<file path="config.mk">
export PLATFORM = sky130hd
export DESIGN_NAME = button_event
export DESIGN_NICKNAME = d
export VERILOG_FILES = /design/src/rtl/stopwatch_pkg.sv /design/src/rtl/button_event.sv
export SDC_FILE = /design/constraint.sdc
export NUM_CORES = 1
export LEC_CHECK = 0
export ABC_AREA = 1
export CAP_MARGIN = 40
export CORE_UTILIZATION = 60
export CTS_CLUSTER_DIAMETER = 150
export DETAILED_ROUTE_END_ITERATION = 6
export PLACE_DENSITY = 0.83
export SLEW_MARGIN = 20
export SYNTH_ARGS = -nofsm -noshare
export SYNTH_HDL_FRONTEND = slang
export SYNTH_SLANG_ARGS = --single-unit
</file>
<file path="constraint.sdc">
create_clock -name clk -period 2.3 [get_ports clk]
set_clock_uncertainty 0.2 [all_clocks]
set_input_delay 0.575 -clock clk [delete_from_list [all_inputs] [get_ports clk]]
set_output_delay 0.575 -clock clk [all_outputs]
set_load 0.03 [all_outputs]
</file>
<file path="src/rtl/stopwatch_pkg.sv">
// Shared stopwatch types and helpers: button FSM states and ms-to-cycle conversion.
package stopwatch_pkg;

  typedef enum logic [1:0] {WAIT_LOW, IDLE, PRESSED, LONG_HELD} btn_state_t;

  // Number of clock cycles in a span of milliseconds.
  function automatic int ms_to_cycles(input int clk_freq, input int ms);
    return clk_freq / 1000 * ms;
  endfunction

  // Larger of two integers, used to size shared counters.
  function automatic int max_int(input int a, input int b);
    return (a > b) ? a : b;
  endfunction

endpackage

</file>
<file path="src/rtl/button_event.sv">
// Turns a debounced button level into single-cycle press/release/short/long/repeat events.
module button_event
  import stopwatch_pkg::*;
#(
  parameter int CLK_FREQ  = 50000000,
  parameter int LONG_MS   = 1000,
  parameter int REPEAT_MS = 200,
  parameter bit REPEAT_EN = 1'b1
) (
  input  logic clk,
  input  logic reset_n,
  input  logic btn_level,
  output logic press_pulse,
  output logic release_pulse,
  output logic short_press,
  output logic long_press,
  output logic repeat_pulse,
  output logic held
);

  localparam int          LONG_CYCLES   = ms_to_cycles(CLK_FREQ, LONG_MS);
  localparam int          REPEAT_CYCLES = ms_to_cycles(CLK_FREQ, REPEAT_MS);
  localparam int          CNT_MAX       = max_int(LONG_CYCLES, REPEAT_CYCLES);
  localparam int unsigned CNT_W         = $clog2(CNT_MAX + 1);

  // Reject configurations whose thresholds cannot be counted.
  if (LONG_CYCLES < 2 || REPEAT_CYCLES < 2) begin : g_bad_cycles
    $error("button_event: LONG_CYCLES and REPEAT_CYCLES must both be >= 2");
  end
  if ((CLK_FREQ % 1000) != 0) begin : g_bad_freq
    $error("button_event: CLK_FREQ must be a multiple of 1000");
  end

  btn_state_t       state_q, state_d;
  logic [CNT_W-1:0] cnt_q, cnt_d;
  logic             press_q, release_q, short_q, long_q, repeat_q, held_q;
  logic             press_d, release_d, short_d, long_d, repeat_d, held_d;

  logic [CNT_W-1:0] cnt_inc_c;
  logic             at_long_c;
  logic             at_repeat_c;

  assign cnt_inc_c   = (cnt_q == CNT_W'(CNT_MAX)) ? cnt_q : cnt_q + CNT_W'(1);
  assign at_long_c   = (cnt_q == CNT_W'(LONG_CYCLES - 1));
  assign at_repeat_c = (cnt_q == CNT_W'(REPEAT_CYCLES - 1));

  // State, counter and all outputs registered together; reset aborts any hold silently.
  always_ff @(posedge clk or negedge reset_n) begin
    if (!reset_n) begin
      state_q   <= WAIT_LOW;
      cnt_q     <= '0;
      press_q   <= 1'b0;
      release_q <= 1'b0;
      short_q   <= 1'b0;
      long_q    <= 1'b0;
      repeat_q  <= 1'b0;
      held_q    <= 1'b0;
    end else begin
      state_q   <= state_d;
      cnt_q     <= cnt_d;
      press_q   <= press_d;
      release_q <= release_d;
      short_q   <= short_d;
      long_q    <= long_d;
      repeat_q  <= repeat_d;
      held_q    <= held_d;
    end
  end

  // Next state and counter; the counter clears on every state change and on each repeat.
  always_comb begin
    state_d = state_q;
    cnt_d   = cnt_q;
    unique case (state_q)
      WAIT_LOW: begin
        if (!btn_level) begin
          state_d = IDLE;
          cnt_d   = '0;
        end
      end
      IDLE: begin
        if (btn_level) begin
          state_d = PRESSED;
          cnt_d   = '0;
        end
      end
      PRESSED: begin
        if (!btn_level) begin
          state_d = IDLE;
          cnt_d   = '0;
        end else if (at_long_c) begin
          state_d = LONG_HELD;
          cnt_d   = '0;
        end else begin
          cnt_d = cnt_inc_c;
        end
      end
      LONG_HELD: begin
        if (!btn_level) begin
          state_d = IDLE;
          cnt_d   = '0;
        end else if (at_repeat_c) begin
          cnt_d = '0;
        end else begin
          cnt_d = cnt_inc_c;
        end
      end
      default: begin
        state_d = WAIT_LOW;
        cnt_d   = '0;
      end
    endcase
  end

  // Event decode; a release seen on a threshold or repeat cycle takes priority.
  always_comb begin
    press_d   = 1'b0;
    release_d = 1'b0;
    short_d   = 1'b0;
    long_d    = 1'b0;
    repeat_d  = 1'b0;
    unique case (state_q)
      IDLE: begin
        press_d = btn_level;
      end
      PRESSED: begin
        if (!btn_level) begin
          release_d = 1'b1;
          short_d   = 1'b1;
        end else begin
          long_d = at_long_c;
        end
      end
      LONG_HELD: begin
        if (!btn_level) begin
          release_d = 1'b1;
        end else begin
          repeat_d = REPEAT_EN && at_repeat_c;
        end
      end
      default: begin
        press_d = 1'b0;
      end
    endcase
    held_d = (state_d == PRESSED) || (state_d == LONG_HELD);
  end

  assign press_pulse   = press_q;
  assign release_pulse = release_q;
  assign short_press   = short_q;
  assign long_press    = long_q;
  assign repeat_pulse  = repeat_q;
  assign held          = held_q;

endmodule

</file>
# After elaboration in Yosys (flattened, before gate mapping)
# Cells that the tools add are included.
# Widths: inputs -> output; s select.
# totals
wordCells,45
regBits,34
in_bits,3
# op_classes
n_reduce_logical,5
addsub,1
mux,21
eq_ne,10
# ops
op,count
$mux 26,7
$pmux 26 s4,1
$eq 26x26->1 const B,2
$add 26x1->26 const B,1
$eq 26x24->1 const B,1
$eq 2x2->1 const B,4
$mux 1,8
$mux 2,4
$pmux 2 s3,1
$ne 2x2->1 const B,2
$reduce_or 2->1,2
$eq 2x1->1 const B,1
$logic_not 2->1,1
$reduce_and 2->1,1
$logic_or 1x1->1,1

# Depth between registers and ports, before layout
# logic_depth
depth_word,6
depth_mapped,12
mapped_depth_nobuf,12

# Worst setup path after synthesis
# Ideal clock, no wire load.
# synth_timing
path_type,register to register
start,register held (netlist name)
end,register cnt_q[13]
arrival_time_ns,1.620
synth_period_minus_slack_ns,1.942
slack_ns,0.358
stages_incl_launch_ff,10
path_buffers,0
cell_sequence,dfrtp_1 -> inv_1 -> ha_1 -> nor2_4 -> inv_2 -> o21ai_4 -> inv_4 -> nor2_2 -> xor2_1 -> nor2_1
# synth_lines
element,line_no,rtl
"end signal, assigned",button_event.sv:60,cnt_q <= cnt_d;
"end, declared",button_event.sv:35,"logic [CNT_W-1:0] cnt_q, cnt_d;"

# Final worst setup path
# layout_timing
start,register held_q (netlist: held)
end,output held
# layout_lines
element,line_no,rtl
"start, declared",button_event.sv:36,"logic press_q, release_q, short_q, long_q, repeat_q, held_q;"
"start signal, assigned",button_event.sv:66,held_q <= held_d;
"end, declared",button_event.sv:18,output logic held
# No word-level cell between the ends.

==> summary.md <==
| Metric | Value |
|---|---|
| Status | completed |
| Syn Area/Cell | 7.10 um2 |
| DRC viols | 0 |
| Number of synthesized flops with an enable pin | 0 |
| Sw Pwr | 677 uW |
| Clk_lat worst skew | 0.36 ns |
| Die Wd | 62.4 um |
| Antenna viol nets, final | 0 |
| Sw frac | 37.8% |
| Hold Vio Cnt, Final | 0 |
| Worst r2r src | cnt_q[1]$_DFFE_PN0P_ |
| Chip height | 62.4 um |
| Initial Util | 64.0% |
| Worst min-delay path class | flop to flop |
| Seq/Total Area, Yosys | 37.8% |
| Required @ worst endpoint | 1.52 ns |
| Initial DRC Count | 202 |
| Synth Flop Type | dfrtp_1 |
| Post-synth top cells | nand2_1 (81), nor2_1 (50), inv_1 (39) |
| Cell Area, Synth | 0.00219 mm2 |
| Post-synth top area share | 37.8% |
| FF+latch count, synth | 33 |
| First-pass GRT wire length | 8.70 mm |
| Worst-path maximum fanout | 5 |
| Max incr delay on CP | 0.69 ns |
| Final setup fails | 0 |
| Initial antenna violation count | 0 |
| Unrepaired setup endpoints after global routing | no |
| GPL Wtd Cong | 0.979 |
| Internal Power | 1.11 mW |
| PortBufs | 8 |
| Yosys warning count | 0 |
| Capturing point of the worst reg2reg path | cnt_q[2]$_DFFE_PN0P_ |
| Worst Setup EP | held |
| Fmax | 0.446 GHz |
| Clock H-tree levels | 2 |
| CP bufs+invs | 1 |
| Number of clock sinks | 33 |
| Root Buffer | clkbuf_4 |
| CP startpoint | held$_DFF_PN0_ |
| Top delay family on crit path | buffers and inverters |
| Largest net degree at the start of global routing | 34 |
| Combinational Power Share | 36.8% |
| Cell taking the most area after synthesis | dfrtp_1 |
| Fillcell total | 274 |
| VDD IR max | 0.565 mV |
| Share of layout cells above drive strength 1 | 9.64% |
| Critical Path Start Type | flop |
| Count of cell types in the netlist | 28 |
| Time the worst path needs with I/O delays and setup | 2.24 ns |
| Fin Hold WS | 0.373 ns |
| Area Overhead vs Synth | 13.4% |
| Worst-path clk slew | 0.12 ns |
| Count leader, synth | nand2_1 |
| Ports | 9 |
| # hold bufs at CTS | 0 |
| CTS buffer count | 5 |
| Async set or reset register ratio after synthesis | 100% |
| DR WL/cell | 13.9 um |
| Post-layout util | 72.6% |
| Top post-synthesis cells by area | dfrtp_1 (38%), nand2_1 (14%), nor2_1 (8.6%) |
| GRT Overall Usage | 29.4% |
| Grt ovf | 0 |
| Max Buffers Root-to-Sink | 2 |
| FP Rows | 21 |
| Syn Inst Count | 308 |
| Post-Syn Nets | 318 |
| R2R depth | 12 |
| DIE AREA | 0.00389 mm2 |
| Max_cap viols | 0 |
| CTS tree | done |
| DP HPWL | 3.94 mm |
| CP arrival | 1.47 ns |
| Pins Over Slew Limit | 0 |
| Clock power share | 26.3% |
| Register Area | 826 um2 |
| Worst slew margin | 71.6% |
| N_diodes | 0 |
| Crit path kind | flop to output pin |
| Drt total wl | 5.24 mm |
| Via-per-instance ratio | 5.47 |
| Power share of the sequential group | 36.8% |
| Final worst path period share | 97.5% |
| Core ar. | 0.00342 mm2 |
| Critical path cell sequence | clkdlybuf4s50_1 |
| Multi-input logic area | 0.00118 mm2 |
| # nets final | 341 |
| Vias in the first global route | 1884 |
| CP max-delay cell | clkdlybuf4s50_1 |
| Pwr dens | 722 mW/mm2 |
| Routed via count | 2069 |
| Reg2Reg Setup Slack | 0.24 ns |
| Setup tns final | 0 ns |
| WP depth | 1 |
| Worst Max-Slew Pin Slew | 0.426 ns |
| First-pass iteration count of the detailed router | 5 |
| Critical Path Sink Type | output pin |
| Static Leak | 1.11 nW |
| HP Start | cnt_q[25]$_DFFE_PN0P_ |
[layout make-up]
cell class                 instances  share of cell area [%]
multi-input combinational        229                    47.6
sequential                        33                    33.3
timing repair buffer              20                    6.87
inverter                          42                    6.46
tap                               46                    2.32
clock buffer                       7                    2.22
clock inverter                     1                    1.21
[worst min-delay path by stage]
stage                                        to  depth (start not counted)
after floorplan            cnt_q[0]$_DFFE_PN0P_                          0
after global placement    cnt_q[25]$_DFFE_PN0P_                          2
after detailed placement  cnt_q[25]$_DFFE_PN0P_                          2
after CTS                 cnt_q[25]$_DFFE_PN0P_                          2
after global routing      cnt_q[25]$_DFFE_PN0P_                          2
final                     cnt_q[25]$_DFFE_PN0P_                          2
[registers in the layout, summed over array words and instances, names as in the netlist]
signal	flops
press_pulse	1
state_q	1
short_press	1
held	1
cnt_q	26
long_press	1
repeat_pulse	1
release_pulse	1
[tightest hold or removal path: cells and delay by family, from the launching register on]
kind / cells / cell delay [ns]
simple gates: 2 / 0.13
flops: 1 / 0.42
[metal layers]
| metal | GRT usage [%] | wire length [um] | part of all wire [%] | vias to the layer above |
|---|---|---|---|---|
| met3 | 3.86 | 412 | 7.9 | 14 |
| met2 | 45.6 | 2430 | 46 | 84 |
| met4 | 14.5 | 109 | 2.1 | 0 |
| met5 | 0 | 0 | 0 | - |
| met1 | 40.4 | 2290 | 44 | 941 |
| li1 | - | - | - | 1030 |
[cells in the final DEF, fill, tap and decap left out, types with 2 or more instances in the layout]
master,netlist,final
nand2_1,81,81
nor2_1,50,49
inv_1,39,39
dfrtp_1,33,33
nand3_1,25,25
xor2_1,12,12
buf_4,0,12
a21oi_1,10,10
o22ai_1,9,9
nand4_1,8,8
clkdlybuf4s50_1,0,8
o21ai_0,7,7
ha_1,7,7
clkbuf_4,0,5
nor2_2,2,3
a31oi_1,3,3
nor3_1,3,3
inv_2,2,2
nor2_4,2,2
a21boi_0,2,2
[through the flow]
| step | area, um2 | cells | setup slack [ns] | total power, mW |
|---|---|---|---|---|
| floorplan | 2190 | 308 | 0.358 | 1.11 |
| global placement | 2380 | 370 | 0.0294 | 1.29 |
| detailed placement | 2380 | 370 | -0.0665 | 1.31 |
| CTS | 2470 | 378 | 0.0444 | 1.78 |
| global route | 2480 | 378 | 0.0189 | 1.89 |
| finish | 2480 | 378 | 0.0577 | 1.79 |
[power groups by stage]
stage / clock network [mW] / registers [mW] / logic (mW)
global placement: 0 / 0.669 / 0.621
finish: 0.471 / 0.660 / 0.660
CTS: 0.478 / 0.660 / 0.639
global route: 0.495 / 0.662 / 0.734
detailed placement: 0 / 0.671 / 0.634
floorplan: 0 / 0.702 / 0.409
[what timing repair did]
item	in CTS	in global routing
buffers inserted	0	0
resized for setup	0	2
setup endpoints to repair	0	2
[cells by family (layout without fill, tap and decap cells)]
family	after synthesis	after routing	share of synthesized area [%]
xor+xnor	12	12	4.81
flops	33	33	37.8
simple gates	176	176	34.9
buf+inv	46	70	8.76
compound gates	34	34	9.73
fa+ha+maj	7	7	4.01
Power figures use the tool's default switching activity.
